===== config.mk =====
export PLATFORM = sky130hd
export DESIGN_NAME = digit_frame_arbiter
export DESIGN_NICKNAME = d
export VERILOG_FILES = /design/src/rtl/digit_frame_arbiter.sv
export SDC_FILE = /design/constraint.sdc
export NUM_CORES = 1
export LEC_CHECK = 0
export CORE_MARGIN = 2
export CORE_UTILIZATION = 44
export DETAILED_ROUTE_END_ITERATION = 7
export PLACE_DENSITY = 0.88
export SLEW_MARGIN = 0
export SYNTH_ARGS = -nofsm -noshare
export SYNTH_HDL_FRONTEND = slang
export SYNTH_SLANG_ARGS = --single-unit

===== constraint.sdc =====
create_clock -name clock -period 2 [get_ports clock]
set_clock_uncertainty 0.15 [all_clocks]
set_input_delay 0.6 -clock clock [delete_from_list [all_inputs] [get_ports clock]]
set_output_delay 0.6 -clock clock [all_outputs]
set_load 0.005 [all_outputs]

===== src/rtl/digit_frame_arbiter.sv =====
// Round-robin arbiter sharing one 1-0-9-4 sequence detector between two
// four-digit requesters; flushes the detector between frames and returns a verdict.
//
// state | meaning
// INIT  | one flush cycle after reset; detector has no reset of its own
// IDLE  | sample requests, arbitrate, emit previous frame's done/match
// FEED  | steer granted digits onto the detector, counter 0..FRAME_LEN-1
// CHECK | flush detector, latch verdict for the owner

module digit_frame_arbiter #(
  parameter int         FRAME_LEN   = 4,
  parameter logic [3:0] FLUSH_DIGIT = 4'hF
) (
  input  logic       clock,
  input  logic       reset,
  input  logic       req_a,
  input  logic       req_b,
  input  logic [3:0] num_a,
  input  logic [3:0] num_b,
  input  logic       det_pattern,
  output logic [3:0] det_number,
  output logic       gnt_a,
  output logic       gnt_b,
  output logic       done_a,
  output logic       done_b,
  output logic       match,
  output logic       busy
);

  localparam int CNT_W = (FRAME_LEN > 1) ? $clog2(FRAME_LEN) : 1;
  localparam logic [CNT_W-1:0] CNT_LAST = CNT_W'(FRAME_LEN - 1);

  localparam logic [1:0] S_INIT  = 2'd0;
  localparam logic [1:0] S_IDLE  = 2'd1;
  localparam logic [1:0] S_FEED  = 2'd2;
  localparam logic [1:0] S_CHECK = 2'd3;

  localparam logic OWN_A = 1'b0;
  localparam logic OWN_B = 1'b1;

  logic [1:0]       state;
  logic [CNT_W-1:0] cnt;
  logic             owner;
  logic             last_gnt;
  logic             first_is_one;

  logic             any_req;
  logic             pick_b;
  logic [3:0]       fed_digit;
  logic             verdict;

  always_comb begin
    any_req = req_a | req_b;
    // On a tie the requester not served last wins.
    if (req_a && req_b) pick_b = (last_gnt == OWN_A);
    else                pick_b = req_b;
  end

  always_comb begin
    fed_digit  = (owner == OWN_B) ? num_b : num_a;
    det_number = (state == S_FEED) ? fed_digit : FLUSH_DIGIT;
  end

  // The detector only clears pattern on a leading 1, so a stale 1 from an
  // earlier matching frame is masked unless this frame also started with 1.
  assign verdict = det_pattern & first_is_one;
  assign busy    = (state != S_IDLE);

  always_ff @(posedge clock or posedge reset) begin
    if (reset) begin
      state        <= S_INIT;
      cnt          <= '0;
      owner        <= OWN_A;
      last_gnt     <= OWN_B;
      first_is_one <= 1'b0;
      gnt_a        <= 1'b0;
      gnt_b        <= 1'b0;
      done_a       <= 1'b0;
      done_b       <= 1'b0;
      match        <= 1'b0;
    end else begin
      done_a <= 1'b0;
      done_b <= 1'b0;
      match  <= 1'b0;
      case (state)
        S_INIT: begin
          state <= S_IDLE;
        end
        S_IDLE: begin
          if (any_req) begin
            state <= S_FEED;
            owner <= pick_b;
            gnt_a <= ~pick_b;
            gnt_b <= pick_b;
            cnt   <= '0;
          end
        end
        S_FEED: begin
          if (cnt == '0) first_is_one <= (fed_digit == 4'd1);
          if (cnt == CNT_LAST) begin
            state <= S_CHECK;
            gnt_a <= 1'b0;
            gnt_b <= 1'b0;
          end else begin
            cnt <= cnt + 1'b1;
          end
        end
        S_CHECK: begin
          done_a   <= (owner == OWN_A);
          done_b   <= (owner == OWN_B);
          match    <= verdict;
          last_gnt <= owner;
          state    <= S_IDLE;
        end
        default: begin
          state <= S_INIT;
        end
      endcase
    end
  end

endmodule


==> qor.csv <==
stage,metric,value,unit
run_status,status,completed,
worst_setup_path,crit path buf inv count,2,
synthesis,Synth top cells by count,"dfrtp_1 (11), mux2i_1 (8), nand2_1 (8), ha_1 (7), inv_1 (6)",
clocking,"Clk Latency, worst-skew pair",0.27,ns
routing,antenna-violating nets left,0,
worst_setup_path,Crit Path Category,input pin to primary output,
floorplanning,Initial Util,0.477,
worst_setup_path,Critical Path RT,1.25,ns
routing,Vias,593,
worst_setup_path,crit-path cells,"dlygate4sd2_1, mux2i_1, nand2_1, clkbuf_2",
timing,Setup-failing EPs final,0,
clocking,CTS max path bufs,2,
synthesis,post-synth top area cell,dfrtp_1,
timing,minimum clock period,1.96,ns
placed_design,placed cell areas,0.00102,mm^2
worst_setup_path,kind of end point of the critical path,primary output,
worst_setup_path,CP Launch Type,input pin,
routing,drt total wl,1630,um
synthesis,syn_area_per_cell,11.4,um^2
routing,drt pass-1 iters,4,
grt,GRT Overall Usage,0.192,
worst_setup_path,Crit path arrival time,1.21,ns
worst_setup_path,critical path's top delay family,buffers and inverters,
timing,Final Cycle Share,0.982,
cells_and_area,share of post-route cells with drive strength above 1,0.309,
clocking,CTS sink count,12,
timing,final hold vios,0,
routing,Routed WL per cell,14.4,um
cells_and_area,Util after Layout,0.686,
worst_setup_path,Worst path slowest cell,dlygate4sd2_1,
grt,pin count of the biggest net entering global routing,13,
grt,first-pass GRT wire length,2680,um
synthesis,cell with the most instances after synthesis,dfrtp_1,
cells_and_area,P&R area growth vs syn,43.7,%
floorplanning,I/O pin cnt,23,
pwr,maximum VDD drop,0.887,mV
routing,final routed DRC violation total,0,
placed_design,placed insts,109,
cells_and_area,"Net count, final",118,
floorplanning,Rows,14,
timing,final worst slack,0.0354,ns
synthesis,yosys warns,0,
worst_setup_path,Worst path max stage delay,0.25,ns
hold_path,HP Class,register to register,
synthesis,mapped cell area,727,um^2
placed_design,Placer Congestion,0.698,
timing,max_slew headroom,0.699,
pwr,Pwr Density,1400,mW/mm^2
timing,Max Clock Freq,509,MHz
synthesis,register area share after synthesis,0.415,
floorplanning,Core Area,0.00152,mm^2
worst_setup_path,crit path max fanout,2,
routing,DRT iter0 DRCs,5,
grt,vias in the first global route,643,
clocking,Root Driver,clkbuf_4,
placed_design,detailed placement HPWL,1330,um
floorplanning,Die Span X,44.6,um
pwr,Leakage,0.000521,uW
flow_run,number of max-cap violations,0,
cells_and_area,# diodes,0,
cells_and_area,fillers,114,
grt,total global routing overflow,0,
cells_and_area,post-route insts no fill,113,
timing,Worst Tran Pin Value,0.451,ns
routing,vias per cell,5.25,
clocking,H-tree levels,1,
synthesis,Post-synth EDFFs,0,
synthesis,top_reg_cell synth,dfrtp_1,
synthesis,Area contributors post-synth,"dfrtp_1 (38%), ha_1 (12%), mux2i_1 (11%), mux2_4 (4.1%), nand2_1 (4.1%)",
synthesis,Post-Syn Nets,84,
timing,RSZ-0062 raised after global routing,yes,
timing,Slew Limit Fails,0,
clocking,CTS buffer count,3,
cells_and_area,Final Cell Area,0.00104,mm^2
placed_design,Post-Place Setup Slack,-0.521,ns
floorplanning,die height,44.6,um
clocking,CTS tree,yes,
clocking,Post-CTS Hold Buffers,0,
synthesis,Yosys cell types,23,
synthesis,Mapped Cells,64,
placed_design,IO buf count,22,
clocking,clock-pin slew on the worst setup and hold paths,0.07,ns
synthesis,asr flop ratio synth,1.00,
grt,initial antenna violation count,0,
synthesis,Synth Register Bits,12,
synthesis,Synth top area share,0.379,
floorplanning,full die area,0.00199,mm^2
## report_power, final
group          total, uW  switching (uW)  internal (uW)
clock network        191            79.8            111
logic                835             348            488
registers            437            79.7            357
total               1460             507            956
## cells by family (layout without fill, tap and decap cells)
group / after synthesis / after routing / synth area share
and+or+nand+nor: 23 / 23 / 0.208
adders and majority gates: 7 / 7 / 0.120
muxes: 11 / 11 / 0.167
buffers and inverters: 7 / 40 / 0.0413
DFF: 12 / 12 / 0.415
AOI/OAI and AO/OA: 4 / 4 / 0.0482
## per-stage QoR
step	total power, uW	hold slack (ns)	setup TNS (ns)
after floorplan	908	0.300	0
after global placement	1220	0.323	-1.87
after detailed placement	1270	0.341	-2.08
after CTS	1450	0.357	-0.0723
after global routing	1570	0.381	-0.0177
final	1460	0.356	0
## layout by cell type (no fill, tap or decap), types with 4 or more instances in the layout
cell | synthesis | final
nand2_1 | 8 | 8
buf_4 | 1 | 8
dlygate4sd2_1 | 0 | 7
clkdlybuf4s50_1 | 0 | 9
ha_1 | 7 | 5
dfrtp_1 | 11 | 10
mux2i_1 | 8 | 8
inv_1 | 6 | 4
## registers in the layout (all words and copies together) (netlist names)
register,flops
done_b,1
gnt_a,1
cnt,2
last_gnt,1
owner,1
state,2
match,1
done_a,1
first_is_one,1
gnt_b,1
## per-layer routing
| metal | part of all wire | GRT usage |
|---|---|---|
| met5 | 0 | 0 |
| met2 | 0.57 | 0.371 |
| met4 | 0.018 | 0.0667 |
| met1 | 0.37 | 0.182 |
| met3 | 0.043 | 0.0694 |
## final cells by class
cell class	instances	area (um^2)	area share
inverters	6	22.5	0.0216
clock buffers	4	36.3	0.0347
well taps	16	20.0	0.0192
repair buffers	30	253	0.242
multi-input cells	45	410	0.393
flip-flops and latches	12	303	0.290
## path summary, 6_finish.rpt
check / from / end / slack, ns / depth (start not counted)
setup / recovery: num_a[3] / det_number[3] / 0.04 / 4
hold / removal: first_is_one$_DFFE_PP0P_ / first_is_one$_DFFE_PP0P_ / 0.36 / 1
setup reg to reg: state[0]$_DFFE_PP0P_ / gnt_b$_DFFE_PP0P_ / 0.16 / 6
hold reg to reg: first_is_one$_DFFE_PP0P_ / first_is_one$_DFFE_PP0P_ / 0.36 / 1
max in group asynchronous: reset / last_gnt$_DFFE_PP1N_ / 0.88 / 2
min in group asynchronous: reset / gnt_b$_DFFE_PP0P_ / 0.48 / 2
## repair_timing
action,CTS,global route
resized for setup,28,5
buffers inserted,0,0
endpoints found under the setup margin,5,5
cloned,0,0
pin swaps,0,2
Power figures use the tool's default switching activity.
